--- config.mk ---
export PLATFORM = sky130hd
export DESIGN_NAME = sum_window_acc_flat
export DESIGN_NICKNAME = d
export VERILOG_FILES = /design/src/rtl/sum_pkg.sv /design/src/rtl/sum_window_acc_if.sv /design/src/rtl/sum_minmax_track.sv /design/src/rtl/sum_window_acc.sv /design/src/flat_wrapper.sv
export SDC_FILE = /design/constraint.sdc
export NUM_CORES = 1
export LEC_CHECK = 0
export BUFFER_PORTS_ARGS = -buffer_cell sky130_fd_sc_hd__buf_2
export CORE_ASPECT_RATIO = 1.1
export CORE_MARGIN = 4
export CORE_UTILIZATION = 44
export CTS_CLUSTER_DIAMETER = 150
export DETAILED_ROUTE_END_ITERATION = 12
export PLACE_DENSITY = 0.62
export SKIP_LAST_GASP = 1
export SLEW_MARGIN = 20
export SYNTH_ARGS = -nofsm -noshare
export SYNTH_HDL_FRONTEND = slang
export SYNTH_SLANG_ARGS = --single-unit
--- constraint.sdc ---
create_clock -name clk -period 4.4 [get_ports clk]
set_input_delay 1.1 -clock clk [delete_from_list [all_inputs] [get_ports clk]]
set_output_delay 1.1 -clock clk [all_outputs]
set_load 0.05 [all_outputs]
--- src/rtl/sum_pkg.sv ---
// Shared definitions for the windowed accumulator: default widths, the FSM
// state type and the saturating add used for the running sum.
package sum_pkg;

    localparam int unsigned DEF_DATA_W = 16;
    localparam int unsigned DEF_ACC_W  = 24;
    localparam int unsigned DEF_CNT_W  = 8;
    // Widest accumulator sat_add supports; ACC_W must not exceed this.
    localparam int unsigned ACC_MAX_W  = 32;

    typedef enum logic [1:0] {
        IDLE  = 2'd0,
        ACCUM = 2'd1,
        HOLD  = 2'd2
    } state_t;

    // Returns {sum, ovf}: sum clamps to 2^acc_w-1 when the true sum exceeds it.
    function automatic logic [ACC_MAX_W:0] sat_add(
        input logic [ACC_MAX_W-1:0] acc,
        input logic [ACC_MAX_W-1:0] data,
        input int unsigned          acc_w
    );
        logic [ACC_MAX_W:0] sum;
        logic [ACC_MAX_W:0] limit;
        sum   = {1'b0, acc} + {1'b0, data};
        limit = ((ACC_MAX_W+1)'(1) << acc_w) - (ACC_MAX_W+1)'(1);
        if (sum > limit) begin
            return {limit[ACC_MAX_W-1:0], 1'b1};
        end
        return {sum[ACC_MAX_W-1:0], 1'b0};
    endfunction

endpackage

--- src/rtl/sum_window_acc_if.sv ---
// Sample input handshake, window control and result output bundle.
//   clear, win_len            : window control (master -> slave)
//   in_valid/in_ready/in_data : sample stream into the accumulator
//   out_valid/out_ready/out_* : per-window result
interface sum_window_acc_if
    import sum_pkg::*;
#(
    parameter int unsigned DATA_W = DEF_DATA_W,
    parameter int unsigned ACC_W  = DEF_ACC_W,
    parameter int unsigned CNT_W  = DEF_CNT_W
);

    logic              clear;
    logic [CNT_W-1:0]  win_len;
    logic              in_valid;
    logic              in_ready;
    logic [DATA_W-1:0] in_data;
    logic              out_valid;
    logic              out_ready;
    logic [ACC_W-1:0]  out_sum;
    logic [DATA_W-1:0] out_max;
    logic [DATA_W-1:0] out_min;
    logic [CNT_W-1:0]  out_cnt;
    logic              out_ovf;

    modport master (
        output clear, win_len, in_valid, in_data, out_ready,
        input  in_ready, out_valid, out_sum, out_max, out_min, out_cnt, out_ovf
    );

    modport slave (
        input  clear, win_len, in_valid, in_data, out_ready,
        output in_ready, out_valid, out_sum, out_max, out_min, out_cnt, out_ovf
    );

endinterface

--- src/rtl/sum_minmax_track.sv ---
// Running max/min tracker. init restarts both with data, upd folds data in
// (unsigned, ties leave the value unchanged). Outputs are the next values so
// the caller can capture them on the same edge that accepts the sample.
//   clk, rst_n   : clock, async active-low reset
//   init, upd    : restart / update strobes
//   data         : sample
//   max_c, min_c : values after this cycle's update
module sum_minmax_track #(
    parameter int unsigned DATA_W = 16
) (
    input  logic              clk,
    input  logic              rst_n,
    input  logic              init,
    input  logic              upd,
    input  logic [DATA_W-1:0] data,
    output logic [DATA_W-1:0] max_c,
    output logic [DATA_W-1:0] min_c
);

    logic [DATA_W-1:0] max_q;
    logic [DATA_W-1:0] min_q;

    // Next max/min
    always_comb begin
        max_c = max_q;
        min_c = min_q;
        if (init) begin
            max_c = data;
            min_c = data;
        end else if (upd) begin
            if (data > max_q) max_c = data;
            if (data < min_q) min_c = data;
        end
    end

    always_ff @(posedge clk or negedge rst_n) begin
        if (!rst_n) begin
            max_q <= '0;
            min_q <= '1;
        end else begin
            max_q <= max_c;
            min_q <= min_c;
        end
    end

endmodule

--- src/rtl/sum_window_acc.sv ---
// Windowed accumulator: sums a programmable number of unsigned samples and
// reports sum (saturating), max, min, count and overflow per window.
//   clk, rst_n : clock, async active-low reset
//   bus        : sum_window_acc_if slave (control, sample in, result out)
module sum_window_acc
    import sum_pkg::*;
#(
    parameter int unsigned DATA_W = DEF_DATA_W,
    parameter int unsigned ACC_W  = DEF_ACC_W,
    parameter int unsigned CNT_W  = DEF_CNT_W
) (
    input  logic             clk,
    input  logic             rst_n,
    sum_window_acc_if.slave  bus
);

    state_t state;
    state_t state_nxt;

    logic [CNT_W-1:0]  len;
    logic [CNT_W-1:0]  len_d;
    logic [CNT_W-1:0]  cnt;
    logic [CNT_W-1:0]  cnt_d;
    logic [CNT_W-1:0]  cnt_inc;
    logic [CNT_W-1:0]  len_eff;
    logic [ACC_W-1:0]  acc;
    logic [ACC_W-1:0]  acc_d;
    logic              ovf;
    logic              ovf_d;
    logic              mm_init;
    logic              mm_upd;
    logic              load_out;
    logic              in_xfer;
    logic              out_xfer;
    logic [DATA_W-1:0] max_c;
    logic [DATA_W-1:0] min_c;

    logic              in_ready_r;
    logic              out_valid_r;
    logic [ACC_W-1:0]  out_sum_r;
    logic [DATA_W-1:0] out_max_r;
    logic [DATA_W-1:0] out_min_r;
    logic [CNT_W-1:0]  out_cnt_r;
    logic              out_ovf_r;

    // clear blocks acceptance in the same cycle
    assign in_xfer  = bus.in_valid && in_ready_r && !bus.clear;
    assign out_xfer = out_valid_r && bus.out_ready;
    assign cnt_inc  = cnt + CNT_W'(1);
    assign len_eff  = (bus.win_len == '0) ? CNT_W'(1) : bus.win_len;

    // State register
    always_ff @(posedge clk or negedge rst_n) begin
        if (!rst_n) state <= IDLE;
        else        state <= state_nxt;
    end

    // Next-state
    always_comb begin
        state_nxt = state;
        if (bus.clear) begin
            state_nxt = IDLE;
        end else begin
            unique case (state)
                IDLE:    if (in_xfer) state_nxt = (len_eff == CNT_W'(1)) ? HOLD : ACCUM;
                ACCUM:   if (in_xfer && (cnt_inc == len)) state_nxt = HOLD;
                HOLD:    if (out_xfer) state_nxt = IDLE;
                default: state_nxt = IDLE;
            endcase
        end
    end

    // Datapath next values and strobes
    always_comb begin
        len_d    = len;
        acc_d    = acc;
        cnt_d    = cnt;
        ovf_d    = ovf;
        mm_init  = 1'b0;
        mm_upd   = 1'b0;
        load_out = 1'b0;
        if (in_xfer) begin
            if (state == IDLE) begin
                len_d   = len_eff;
                acc_d   = ACC_W'(bus.in_data);
                cnt_d   = CNT_W'(1);
                ovf_d   = 1'b0;
                mm_init = 1'b1;
            end else if (state == ACCUM) begin
                acc_d  = ACC_W'(sat_add(ACC_MAX_W'(acc), ACC_MAX_W'(bus.in_data), ACC_W) >> 1);
                ovf_d  = ovf | 1'(sat_add(ACC_MAX_W'(acc), ACC_MAX_W'(bus.in_data), ACC_W));
                cnt_d  = cnt_inc;
                mm_upd = 1'b1;
            end
        end
        // Result registers only change when a window completes
        load_out = (state_nxt == HOLD) && (state != HOLD);
    end

    sum_minmax_track #(
        .DATA_W (DATA_W)
    ) u_minmax (
        .clk   (clk),
        .rst_n (rst_n),
        .init  (mm_init),
        .upd   (mm_upd),
        .data  (bus.in_data),
        .max_c (max_c),
        .min_c (min_c)
    );

    // Window and result registers
    always_ff @(posedge clk or negedge rst_n) begin
        if (!rst_n) begin
            len         <= '0;
            acc         <= '0;
            cnt         <= '0;
            ovf         <= 1'b0;
            in_ready_r  <= 1'b0;
            out_valid_r <= 1'b0;
            out_sum_r   <= '0;
            out_max_r   <= '0;
            out_min_r   <= '1;
            out_cnt_r   <= '0;
            out_ovf_r   <= 1'b0;
        end else begin
            len         <= len_d;
            acc         <= acc_d;
            cnt         <= cnt_d;
            ovf         <= ovf_d;
            in_ready_r  <= (state_nxt != HOLD);
            out_valid_r <= (state_nxt == HOLD);
            if (load_out) begin
                out_sum_r <= acc_d;
                out_max_r <= max_c;
                out_min_r <= min_c;
                out_cnt_r <= cnt_d;
                out_ovf_r <= ovf_d;
            end
        end
    end

    assign bus.in_ready  = in_ready_r;
    assign bus.out_valid = out_valid_r;
    assign bus.out_sum   = out_sum_r;
    assign bus.out_max   = out_max_r;
    assign bus.out_min   = out_min_r;
    assign bus.out_cnt   = out_cnt_r;
    assign bus.out_ovf   = out_ovf_r;

endmodule

--- src/flat_wrapper.sv ---
// flat-port wrapper written by rule: the top's interface ports become plain ports
module sum_window_acc_flat import sum_pkg::*;
#(
    parameter int unsigned DATA_W = DEF_DATA_W,
    parameter int unsigned ACC_W  = DEF_ACC_W,
    parameter int unsigned CNT_W  = DEF_CNT_W
)
  (clk, rst_n, bus_clear, bus_win_len, bus_in_valid, bus_in_data, bus_out_ready, bus_in_ready, bus_out_valid, bus_out_sum, bus_out_max, bus_out_min, bus_out_cnt, bus_out_ovf);
  sum_window_acc_if #(.DATA_W(DATA_W), .ACC_W(ACC_W), .CNT_W(CNT_W)) bus_i ();
  input  logic clk;
  input  logic rst_n;
  input wire logic [$bits(bus_i.clear)-1:0] bus_clear;
  input wire logic [$bits(bus_i.win_len)-1:0] bus_win_len;
  input wire logic [$bits(bus_i.in_valid)-1:0] bus_in_valid;
  input wire logic [$bits(bus_i.in_data)-1:0] bus_in_data;
  input wire logic [$bits(bus_i.out_ready)-1:0] bus_out_ready;
  output wire logic [$bits(bus_i.in_ready)-1:0] bus_in_ready;
  output wire logic [$bits(bus_i.out_valid)-1:0] bus_out_valid;
  output wire logic [$bits(bus_i.out_sum)-1:0] bus_out_sum;
  output wire logic [$bits(bus_i.out_max)-1:0] bus_out_max;
  output wire logic [$bits(bus_i.out_min)-1:0] bus_out_min;
  output wire logic [$bits(bus_i.out_cnt)-1:0] bus_out_cnt;
  output wire logic [$bits(bus_i.out_ovf)-1:0] bus_out_ovf;
  assign bus_i.clear = bus_clear;
  assign bus_i.win_len = bus_win_len;
  assign bus_i.in_valid = bus_in_valid;
  assign bus_i.in_data = bus_in_data;
  assign bus_i.out_ready = bus_out_ready;
  assign bus_in_ready = bus_i.in_ready;
  assign bus_out_valid = bus_i.out_valid;
  assign bus_out_sum = bus_i.out_sum;
  assign bus_out_max = bus_i.out_max;
  assign bus_out_min = bus_i.out_min;
  assign bus_out_cnt = bus_i.out_cnt;
  assign bus_out_ovf = bus_i.out_ovf;
  sum_window_acc #(.DATA_W(DATA_W), .ACC_W(ACC_W), .CNT_W(CNT_W)) u_core (.clk(clk), .rst_n(rst_n), .bus(bus_i));
endmodule
==> flow_metrics.env, run 1 <==
export IMPL_die_width_um=137
export IMPL_rsz_0062_raised_after_global_routing="no"
export IMPL_final_net_count=898
export IMPL_reg2reg_depth=9
export IMPL_average_wire_length_per_cell_after_detail_routing_um=18.9
export IMPL_placed_area_um2=8770
export IMPL_die_height_um=150
export IMPL_first_global_vias=6382
export IMPL_cts_tree="built"
export IMPL_coreArea_um2=17800
export IMPL_yosys_top_cells_area="sky130_fd_sc_hd__dfrtp_1, sky130_fd_sc_hd__mux2_4, sky130_fd_sc_hd__dfstp_2"
export IMPL_r2r_end="u_core.bus.out_sum[19]"
export IMPL_timing_setup_tns_ns=0
export IMPL_synth_cell_type_count=73
export IMPL_timing_worst_setup_path_type="input port to register"
export IMPL_timing_critical_path_arrival_ns=3.75
export IMPL_critical_path_source_type="input port"
export IMPL_syn_to_final_growth_pct=16.0
export IMPL_critPathRequiredTime_ns=4.72
export IMPL_fmax_ghz=0.291
export IMPL_drive_above_1_share_pct=32.4
export IMPL_fin_ws_ns=0.969
export IMPL_power_switching_share_pct=35.0
export IMPL_first_pass_grt_wire_length_um=33400
export IMPL_syn_instance_count=715
export IMPL_layout_min_cycle_time_ns=3.43
export IMPL_clock_insertion_delay_worst_skew_ns=0.43
export IMPL_clock_sinks=142
export IMPL_fin_skew_ns=0.00724
export IMPL_setup_viol_count_final=0
export IMPL_post_cts_setup_buffer_count=0
export IMPL_most_used_standard_cell_by_instance_count_after_synthesis="sky130_fd_sc_hd__dfrtp_1"
export IMPL_total_switching_power_mw=1.57
export IMPL_cts_hold_fix_buffers=0
export IMPL_initial_utilization_pct=45.2
export IMPL_avgSynthCellArea_um2=11.3
export IMPL_dr_pass1_iters=6
export IMPL_netlist_top_cells_count="sky130_fd_sc_hd__dfrtp_1, sky130_fd_sc_hd__nand2_1, sky130_fd_sc_hd__mux2_4, sky130_fd_sc_hd__ha_1, sky130_fd_sc_hd__o21ai_0"
export IMPL_finalInstanceArea_um2=9340
export IMPL_die_area_um2=20500
export IMPL_cp_endpoint="u_core.bus.out_max[11]"
export IMPL_relSlewSlack_pct=42.3
export IMPL_final_hold_violation_count=0
export IMPL_yosys_area_top_type_share_pct=34.2
export IMPL_syn_num_nets=793
export IMPL_instances_no_fill=1071
export IMPL_overall_power_of_the_completed_layout_mw=4.47
export IMPL_grt_total_usage_pct=20.8
export IMPL_globalRoute_totalOverflow=0
export IMPL_power_density_nw_per_um2=479
export IMPL_synth_seq_cells=142
export IMPL_fp_row_count=51
export IMPL_insertedDiodeCount=0
export IMPL_post_place_cells=1039
export IMPL_cts_path_max_buffers=2
export IMPL_setup_reg_to_reg_worst_slack_ns=1.42
export IMPL_cap_viol_max_count=0
export IMPL_yosysTopAreaCell="sky130_fd_sc_hd__dfrtp_1"
export IMPL_grt_antenna_before_repair=0
export IMPL_clock_root_buffer="sky130_fd_sc_hd__clkbuf_16"
export IMPL_post_cts_resize_count=0
export IMPL_pin_count=96
export IMPL_crit_chain="buf_2 -> ha_1 -> and3_1 -> o21a_1 -> a2111oi_0 -> o211ai_1 -> a31oi_2 -> buf_12 -> mux2_1 -> mux2_4"
export IMPL_worst_path_max_fanout=12
export IMPL_synth_yosys_seq_area_share_pct=44.7
export IMPL_layout_core_utilization_pct=52.4
export IMPL_internal_power_mw=2.91
export IMPL_timing_hold_ws_ns=0.485
export IMPL_seqPwrFrac_pct=37.9
export IMPL_power_share_combinational_pct=31.0
export IMPL_clock_tree_htree_level_count=4
export IMPL_globalplace_congestion=0.942
export IMPL_cts_buffers_inserted=17
export IMPL_initial_drt_markers=331
export IMPL_detailedPlace_worstSlack_ns=0.568
export IMPL_r2r_start="u_core.cnt[0]"
export IMPL_detail_route_antenna_nets=0
export IMPL_vias=5982
export IMPL_number_of_port_buffers=95
export IMPL_asyncSetResetFlopFracSynth_pct=100
export IMPL_ir_worst_vdd_mv=0.334
export IMPL_power_static_leakage_nw=4.56
export IMPL_detail_route_vias_per_cell=5.59
export IMPL_maximum_number_of_pins_on_one_net_before_global_route_repair=94
export IMPL_syn_area_um2=8050
export IMPL_critical_path_slowest_cell="sky130_fd_sc_hd__a31oi_2"
export IMPL_worstSetupStartpoint="bus_in_data[3]"
export IMPL_tightest_slew_ns=0.866
export IMPL_drc_errors=0
export IMPL_place_hpwl_um=14700
export IMPL_crit_path_end_kind="register"
export IMPL_dominantRegCellSynth="sky130_fd_sc_hd__dfrtp_1"
export IMPL_period_share_pct=78.0
export IMPL_ys_warnings_count=0
export IMPL_final_slew_viol_count=0
export IMPL_power_share_clock_pct=31.1
export IMPL_outcome="finished, final reports clean"
export IMPL_clock_input_transition_at_the_sequential_cells_of_the_worst_setup_and_hold_paths_ns=0.07
export IMPL_number_of_flops_mapped_to_enable_cells_by_yosys=0
export IMPL_critical_path_max_stage_delay_ns=0.48
export IMPL_worst_hold_path_type="register to register"
export IMPL_totalWireLength_um=20200
-- critical path, delay by kind of cell --
family	cells	cell delay, ns
fa+ha+maj	1	0.32
mux	2	0.62
simple gates	1	0.20
buf+inv	2	0.36
compound gates	4	1.13
-- how the worst min path moves through the flow --
stage,startpoint,to,cells past startpoint
final,u_core.acc[14],u_core.acc[14],2
after global routing,u_core.ovf,u_core.ovf,1
after CTS,u_core.acc[14],u_core.acc[14],2
after detailed placement,u_core.acc[14],u_core.acc[14],2
after global placement,u_core.acc[14],u_core.acc[14],2
after floorplan,u_core.acc[14],u_core.acc[14],2
-- flip-flops by register name, indices dropped and copies added (netlist names), 8 cells and up --
signal and count:
u_core.acc 24, u_core.bus.out_cnt 8, u_core.bus.out_max 16, u_core.bus.out_min 16
u_core.bus.out_sum 24, u_core.cnt 8, u_core.len 8, u_core.u_minmax.max_q 16
u_core.u_minmax.min_q 16
-- placed cells by master, fill, tap and decap left out, drive strengths merged, types with 6 or more instances in the layout --
cell type    n
a21oi       34
xor2        10
clkbuf      18
dfstp       32
clkinvlp     6
a21o        19
o21ai       47
ha          48
nor3        13
or3          7
o211ai       9
and3         8
nor2        35
inv         45
nand2       62
mux2        90
xnor2        9
mux2i        7
dfrtp      110
buf        112
a31oi        9
nand4        6
nand3       14
-- logic make-up (layout without fill, tap and decap cells) --
group           after synthesis  in the layout  synth area share (%)
simple gates                173            173                  10.7
compound gates              169            169                  14.1
flops                       142            142                  44.7
mux                          97             97                  16.2
buf+inv                      66            184                  4.45
fa+ha+maj                    49             49                  7.71
xor+xnor                     19             19                  2.16
-- metal layers --
metal,vias up,wire length (µm),part of all wire (%),GRT usage (%)
li1,2813,-,-,-
met2,181,10100,50,35.2
met1,2950,8590,42,26.3
met5,-,0,0,0
met4,0,445,2.2,6.64
met3,38,1070,5.3,4.81
-- area by class of cell --
type,count,area [µm²]
multi-input combinational,507,4100
timing repair buffer,112,634
inverter,40,150
fill,1579,8470
tap,238,298
clock inverter,14,135
sequential,142,3590
clock buffer,18,429
-- power groups by stage --
| stage | logic [mW] | clock network (mW) | registers [mW] |
|---|---|---|---|
| global route | 1.55 | 1.49 | 1.72 |
| global placement | 1.35 | 0 | 1.71 |
| finish | 1.39 | 1.39 | 1.69 |
| detailed placement | 1.38 | 0 | 1.71 |
| floorplan | 0.903 | 0 | 1.80 |
| CTS | 1.39 | 1.43 | 1.69 |
(Power assumes the default switching activity.)
==> run 2: changes to the inputs <==
--- a/config.mk
+++ b/config.mk
@@ -11,7 +11,7 @@
 export CORE_UTILIZATION = 44
 export CTS_CLUSTER_DIAMETER = 150
 export DETAILED_ROUTE_END_ITERATION = 12
-export PLACE_DENSITY = 0.62
+export PLACE_DENSITY = 0.64
 export SKIP_LAST_GASP = 1
 export SLEW_MARGIN = 20
 export SYNTH_ARGS = -nofsm -noshare
==> constraint.sdc (replaced) <==
create_clock -name clk -period 2.9 [get_ports clk]
set_input_delay 0.725 -clock clk [delete_from_list [all_inputs] [get_ports clk]]
set_output_delay 0.725 -clock clk [all_outputs]
set_load 0.05 [all_outputs]
==> run 2 against run 1 <==
  * Clock-buffer cell count is 6 higher
  * Register-to-register slack got worse by 1.3 ns
  * Wire length up 4.8%
  * Largest cell class unchanged
  * Largest power group unchanged
==> flow_metrics.env, run 2 (synthesis gave the netlist of run 1 again) <==
export IMPL_power_share_combinational_pct=34.5
export IMPL_worst_path_max_fanout=8
export IMPL_coreArea_um2=17800
export IMPL_power_density_nw_per_um2=726
export IMPL_clock_tree_htree_level_count=4
export IMPL_timing_hold_ws_ns=0.204
export IMPL_globalplace_congestion=0.878
export IMPL_r2r_end="u_core.bus.out_sum[0]"
export IMPL_mostFrequentLayoutCell="sky130_fd_sc_hd__dfrtp_1"
export IMPL_overall_power_of_the_completed_layout_mw=7.45
export IMPL_syn_to_final_growth_pct=27.6
export IMPL_clock_insertion_delay_worst_skew_ns=0.43
export IMPL_critPathRequiredTime_ns=3.21
export IMPL_ir_worst_vdd_mv=0.471
export IMPL_fp_row_count=51
export IMPL_initial_utilization_pct=45.2
export IMPL_cts_tree="built"
export IMPL_vias=6338
export IMPL_outcome="finished, final reports clean"
export IMPL_cts_hold_fix_buffers=0
export IMPL_first_global_vias=6793
export IMPL_met2RoutedLength_um=10700
export IMPL_number_of_port_buffers=95
export IMPL_seqPwrFrac_pct=34.5
export IMPL_setup_viol_count_final=0
export IMPL_clock_root_buffer="sky130_fd_sc_hd__clkbuf_16"
export IMPL_cts_path_max_buffers=2
export IMPL_pin_count=96
export IMPL_grt_total_usage_pct=22.0
export IMPL_timing_worst_setup_path_type="input port to register"
export IMPL_highest_signal_layer="met4"
export IMPL_drive_above_1_share_pct=40.5
export IMPL_cap_viol_max_count=0
export IMPL_die_area_um2=20500
export IMPL_routedLengthMet1_um=9220
export IMPL_drc_errors=0
export IMPL_power_static_leakage_nw=5.16
export IMPL_clock_sinks=142
export IMPL_n_fill_cell=1501
export IMPL_fin_skew_ns=0.0153
export IMPL_setup_reg_to_reg_worst_slack_ns=0.13
export IMPL_detail_route_antenna_nets=0
export IMPL_initial_drt_markers=285
export IMPL_reg2reg_depth=8
export IMPL_dr_pass1_iters=4
export IMPL_globalRoute_totalOverflow=0
export IMPL_r2r_start="u_core.cnt[1]"
export IMPL_critical_path_source_type="input port"
export IMPL_layout_min_cycle_time_ns=2.80
export IMPL_power_switching_share_pct=33.0
export IMPL_die_height_um=150
export IMPL_clock_input_transition_at_the_sequential_cells_of_the_worst_setup_and_hold_paths_ns=0.06
export IMPL_die_width_um=137
export IMPL_total_switching_power_mw=2.46
export IMPL_layout_core_utilization_pct=57.7
export IMPL_average_wire_length_per_cell_after_detail_routing_um=18.2
export IMPL_detail_route_vias_per_cell=5.43
export IMPL_relSlewSlack_pct=62.3
export IMPL_totalWireLength_um=21200
export IMPL_insertedDiodeCount=0
export IMPL_timing_critical_path_arrival_ns=3.10
export IMPL_cts_buffers_inserted=17
export IMPL_power_share_clock_pct=31.0
export IMPL_place_hpwl_um=16100
export IMPL_final_hold_violation_count=0
export IMPL_timing_setup_tns_ns=0
export IMPL_first_pass_grt_wire_length_um=35300
export IMPL_metal3_wl_um=776
export IMPL_mostFrequentLayoutCells="sky130_fd_sc_hd__dfrtp_1, sky130_fd_sc_hd__buf_4, sky130_fd_sc_hd__buf_2, sky130_fd_sc_hd__mux2_4, sky130_fd_sc_hd__nand2_1"
export IMPL_period_share_pct=96.4
export IMPL_crit_path_end_kind="register"
export IMPL_fmax_ghz=0.358
export IMPL_worst_hold_path_type="input port to async pin"
export IMPL_grt_antenna_before_repair=0
export IMPL_internal_power_mw=4.99
export IMPL_final_slew_viol_count=0
export IMPL_tightest_slew_ns=0.562
export IMPL_maximum_number_of_pins_on_one_net_before_global_route_repair=54
export IMPL_final_net_count=994
## run 2: changes by cell type in the layout (fill, tap and decap cells not counted), sizes merged
cell      previous run  this run
buf                112       208
clkbuf              18        24
clkinv               2         4
clkinvlp             6         0
inv                 45        43
## run 2: how the worst max path moves through the flow
| stage | to | startpoint | slack [ns] |
|---|---|---|---|
| 6_report | u_core.bus.out_sum[21] | bus_in_data[8] | 0.10 |
| 5_1_grt | u_core.bus.out_sum[13] | bus_in_data[9] | -0.008 |
| 4_1_cts | u_core.bus.out_sum[9] | bus_in_data[8] | 0.06 |
| 3_5_place_dp | u_core.bus.out_min[0] | bus_in_data[5] | -0.54 |
| 3_3_place_gp | u_core.bus.out_min[0] | bus_in_data[9] | -0.48 |
| 2_1_floorplan | u_core.bus.out_max[13] | bus_in_data[3] | -0.03 |
## run 2: per-layer routing
| layer | vias to the layer above | track usage [%] |
|---|---|---|
| li1 | 3011 | - |
| met1 | 3151 | 27.6 |
| met2 | 148 | 38.0 |
| met3 | 28 | 4.07 |
| met4 | 0 | 7.39 |
| met5 | - | 0 |
## run 2: critical path, stage by stage
cell,delay [ns]
sky130_fd_sc_hd__buf_2,0.14
sky130_fd_sc_hd__ha_1,0.46
sky130_fd_sc_hd__and4_1,0.27
sky130_fd_sc_hd__and2_1,0.16
sky130_fd_sc_hd__a211o_1,0.15
sky130_fd_sc_hd__o211ai_1,0.11
sky130_fd_sc_hd__buf_4,0.17
sky130_fd_sc_hd__and2_1,0.15
sky130_fd_sc_hd__buf_4,0.14
sky130_fd_sc_hd__a311o_1,0.38
sky130_fd_sc_hd__mux2_4,0.27
## run 2: power by group through the flow
stage / Sequential [mW] / Clock, mW / Combinational (mW)
global placement: 2.59 / 0 / 2.47
CTS: 2.57 / 2.35 / 2.56
floorplan: 2.74 / 0 / 1.44
finish: 2.57 / 2.31 / 2.57
global route: 2.61 / 2.44 / 2.87
detailed placement: 2.60 / 0 / 2.53
## run 2: final cells by class
| class | instances | area, µm² | share of cell area [%] |
|---|---|---|---|
| Clock buffer | 24 | 547 | 5.33 |
| Clock inverter | 8 | 87.6 | 0.853 |
| Inverter | 40 | 150 | 1.46 |
| Multi-Input combinational cell | 507 | 4180 | 40.8 |
| Sequential cell | 142 | 3590 | 35.0 |
| Tap cell | 238 | 298 | 2.90 |
| Timing Repair Buffer | 208 | 1410 | 13.7 |
## run 2: stage by stage
| stage | area (µm²) | instances | worst slack [ns] |
|---|---|---|---|
| 2_1_floorplan | 8130 | 715 | -0.0346 |
| 3_3_place_gp | 9580 | 1132 | -0.480 |
| 3_5_place_dp | 9580 | 1132 | -0.544 |
| 4_1_cts | 10200 | 1166 | 0.0593 |
| 5_1_grt | 10300 | 1167 | -0.00768 |
| 6_report | 10300 | 1167 | 0.105 |
## run 2: timing repair
action | in CTS | in global routing
pin swaps | 1 | 2
setup endpoints to repair | 29 | 15
setup buffers | 2 | 1
gates resized for setup | 0 | 4
==> run 3: changes to the inputs <==
--- a/config.mk
+++ b/config.mk
@@ -7,13 +7,14 @@
 export LEC_CHECK = 0
 export BUFFER_PORTS_ARGS = -buffer_cell sky130_fd_sc_hd__buf_2
 export CORE_ASPECT_RATIO = 1.1
-export CORE_MARGIN = 4
+export CORE_MARGIN = 2
 export CORE_UTILIZATION = 44
 export CTS_CLUSTER_DIAMETER = 150
 export DETAILED_ROUTE_END_ITERATION = 12
-export PLACE_DENSITY = 0.64
+export PLACE_DENSITY = 0.65
 export SKIP_LAST_GASP = 1
 export SLEW_MARGIN = 20
 export SYNTH_ARGS = -nofsm -noshare
 export SYNTH_HDL_FRONTEND = slang
+export SYNTH_HIERARCHICAL = 1
 export SYNTH_SLANG_ARGS = --single-unit
==> run 3 against run 2 <==
  * Global-route usage fell by 1.1 points
  * Core utilization fell by 0.72 points
  * Register-to-register slack better by 0.04 ns
  * Combinational power increased by 7%
  * Cell area is 1.3% lower
  * First-iteration DRC count stayed put
  * Final cell count fell by 0.43%
  * Clock-buffer cell count fell by 5
  * Synthesized cell count is 2.7% higher
  * Die area down 5.9%
  * Critical path depth unchanged
  * Highest routed layer unchanged
==> flow_metrics.env, run 3 <==
export IMPL_tightest_slew_ns=0.629
export IMPL_drc_errors=0
export IMPL_worst_path_max_fanout=4
export IMPL_power_density_nw_per_um2=748
export IMPL_layout_min_cycle_time_ns=2.75
export IMPL_power_static_leakage_nw=4.96
export IMPL_clock_input_transition_at_the_sequential_cells_of_the_worst_setup_and_hold_paths_ns=0.06
export IMPL_fin_ws_ns=0.154
export IMPL_coreArea_um2=17800
export IMPL_detail_route_vias_per_cell=5.41
export IMPL_die_area_um2=19300
export IMPL_timing_worst_setup_path_type="input port to register"
export IMPL_outcome="finished, final reports clean"
export IMPL_timing_critical_path_arrival_ns=3.11
export IMPL_cts_hold_fix_buffers=0
export IMPL_maximum_number_of_pins_on_one_net_before_global_route_repair=52
export IMPL_overall_power_of_the_completed_layout_mw=7.58
export IMPL_asyncSetResetFlopFracSynth_pct=100
export IMPL_cts_buffers_inserted=17
export IMPL_critPathRequiredTime_ns=3.26
export IMPL_ir_worst_vdd_mv=0.479
export IMPL_grt_antenna_before_repair=0
export IMPL_die_width_um=133
export IMPL_final_slew_viol_count=0
export IMPL_yosysTopAreaCell="sky130_fd_sc_hd__dfrtp_1"
export IMPL_period_share_pct=94.7
export IMPL_detailedPlace_worstSlack_ns=-0.294
export IMPL_number_of_port_buffers=95
export IMPL_grt_total_usage_pct=20.9
export IMPL_synth_yosys_seq_area_share_pct=44.9
export IMPL_first_pass_grt_wire_length_um=32300
export IMPL_pin_count=96
export IMPL_totalWireLength_um=19600
export IMPL_critical_path_source_type="input port"
export IMPL_clock_tree_htree_level_count=4
export IMPL_clock_sinks=142
export IMPL_yosys_area_top_type_share_pct=34.4
export IMPL_clock_insertion_delay_worst_skew_ns=0.42
export IMPL_worst_hold_path_type="input port to async pin"
export IMPL_mostFrequentLayoutCell="sky130_fd_sc_hd__dfrtp_1"
export IMPL_syn_to_final_growth_pct=26.5
export IMPL_syn_num_nets=812
export IMPL_syn_area_um2=8010
export IMPL_netlist_top_cells_count="sky130_fd_sc_hd__dfrtp_1, sky130_fd_sc_hd__nand2_1, sky130_fd_sc_hd__mux2_2, sky130_fd_sc_hd__ha_1, sky130_fd_sc_hd__nor2_1"
export IMPL_yosys_top_cells_area="sky130_fd_sc_hd__dfrtp_1, sky130_fd_sc_hd__dfstp_2, sky130_fd_sc_hd__mux2_2"
export IMPL_setup_viol_count_final=0
export IMPL_drive_above_1_share_pct=40.3
export IMPL_initial_drt_markers=285
export IMPL_cts_tree="built"
export IMPL_place_hpwl_um=14700
export IMPL_mostFrequentLayoutCells="sky130_fd_sc_hd__dfrtp_1, sky130_fd_sc_hd__buf_2, sky130_fd_sc_hd__buf_4, sky130_fd_sc_hd__nand2_1, sky130_fd_sc_hd__mux2_2"
export IMPL_clock_root_buffer="sky130_fd_sc_hd__clkbuf_16"
export IMPL_avgSynthCellArea_um2=10.9
export IMPL_vias=6285
export IMPL_final_net_count=989
export IMPL_dr_pass1_iters=5
export IMPL_fp_row_count=51
export IMPL_globalplace_congestion=0.893
export IMPL_cap_viol_max_count=0
export IMPL_timing_critical_path_mode_cell="sky130_fd_sc_hd__o21a_1"
export IMPL_synth_cell_type_count=69
export IMPL_globalRoute_totalOverflow=0
export IMPL_syn_instance_count=734
export IMPL_cts_path_max_buffers=2
export IMPL_post_cts_setup_buffer_count=0
export IMPL_critical_path_max_stage_delay_ns=0.41
export IMPL_first_global_vias=6432
export IMPL_crit_path_end_kind="register"
export IMPL_n_fill_cell=1531
export IMPL_fmax_ghz=0.364
export IMPL_post_place_cells=1130
export IMPL_detail_route_antenna_nets=0
export IMPL_die_height_um=146
export IMPL_final_hold_violation_count=0
export IMPL_ys_warnings_count=6
export IMPL_rsz_0062_raised_after_global_routing="yes"
export IMPL_critical_path_slowest_cell="sky130_fd_sc_hd__a2111oi_2"
export IMPL_dominantRegCellSynth="sky130_fd_sc_hd__dfrtp_1"
export IMPL_initial_utilization_pct=45.0
export IMPL_fin_skew_ns=0.00660
export IMPL_timing_hold_ws_ns=0.216
export IMPL_relSlewSlack_pct=57.8
export IMPL_crit_chain="buf_2 -> ha_1 -> inv_1 -> fa_2 -> nor2b_2 -> o2111ai_2 -> a211o_1 -> a2111oi_2 -> o21a_1 -> o21a_1 -> mux2_4"
export IMPL_average_wire_length_per_cell_after_detail_routing_um=16.9
export IMPL_most_used_standard_cell_by_instance_count_after_synthesis="sky130_fd_sc_hd__dfrtp_1"
export IMPL_insertedDiodeCount=0
export IMPL_layout_core_utilization_pct=56.9
export IMPL_synth_seq_cells=142
export IMPL_reg2reg_depth=9
export IMPL_instances_no_fill=1162
export IMPL_number_of_flops_mapped_to_enable_cells_by_yosys=0
[run 3: cell count changes after synthesis, moves of 5 or more]
cell | previous run | this run
sky130_fd_sc_hd__buf_12 | 6 | 1
sky130_fd_sc_hd__a21oi_1 | 34 | 41
sky130_fd_sc_hd__mux2_2 | 23 | 56
sky130_fd_sc_hd__mux2_4 | 59 | 40
sky130_fd_sc_hd__o21a_1 | 4 | 10
sky130_fd_sc_hd__nand4_1 | 6 | 11
sky130_fd_sc_hd__nor2_1 | 33 | 43
sky130_fd_sc_hd__mux2_1 | 8 | 0
sky130_fd_sc_hd__a21o_1 | 19 | 14
sky130_fd_sc_hd__o21ai_0 | 43 | 30
sky130_fd_sc_hd__o31ai_1 | 2 | 9
[run 3: cells by family (layout without fill, tap and decap cells)]
logic type	Yosys count	after routing	share of synthesized area, %
AOI/OAI and AO/OA	165	165	13.9
and+or+nand+nor	188	188	11.4
buffers and inverters	71	261	3.98
muxes	104	104	16.4
adders and majority gates	49	49	7.75
xor gates and xnor gates	15	15	1.64
DFF	142	142	44.9
[run 3: final cells by class]
class	count	area, µm²	share of cell area (%)
clock buffers	19	443	4.37
clock inverters	13	140	1.38
inverters	41	154	1.52
multi-input cells	521	4250	42.0
flip-flops and latches	142	3590	35.5
well taps	238	298	2.94
repair buffers	188	1250	12.4
[run 3: worst paths after layout]
check	start	to	slack, ns
worst max-delay path	bus_in_data[0]	u_core/bus.out_ovf	0.15
worst min-delay path	rst_n	u_core/len[4]	0.22
worst max register to register	u_core/cnt[1]	u_core/bus.out_sum[11]	0.17
worst min register to register	u_core/bus.out_sum[20]	u_core/bus.out_sum[20]	0.47
max in group asynchronous	rst_n	u_core/u_minmax/min_q[1]	2.01
min in group clk	u_core/bus.out_sum[20]	u_core/bus.out_sum[20]	0.47
[run 3: per-layer routing]
metal / global-route usage [%] / vias up / wire, µm
li1: - / 3031 / -
met1: 26.6 / 3074 / 8790
met2: 35.4 / 147 / 9660
met3: 3.66 / 33 / 697
met4: 8.17 / 0 / 484
met5: 0 / - / 0
[run 3: report_power, final]
part           switching [mW]  total (mW)  internal, mW
clock network           0.889        2.18          1.29
registers               0.238        2.66          2.42
logic                    1.48        2.74          1.26
[run 3: timing repair]
item,in CTS,in global routing
endpoints found under the hold margin,0,0
gates resized for setup,0,5
setup endpoints to repair,0,9
[run 3: through the flow]
step	area, µm²	TNS (ns)
floorplan	8120	-0.0889
global placement	9520	-11.90
detailed placement	9520	-13.73
CTS	10100	0
global route	10100	-0.0171
finish	10100	0
[run 3: critical path, delay by kind of cell]
| family | cells | cell delay, ns |
|---|---|---|
| adders and majority gates | 2 | 0.50 |
| AOI/OAI and AO/OA | 5 | 1.45 |
| and+or+nand+nor | 1 | 0.15 |
| buffers and inverters | 2 | 0.14 |
| muxes | 1 | 0.15 |
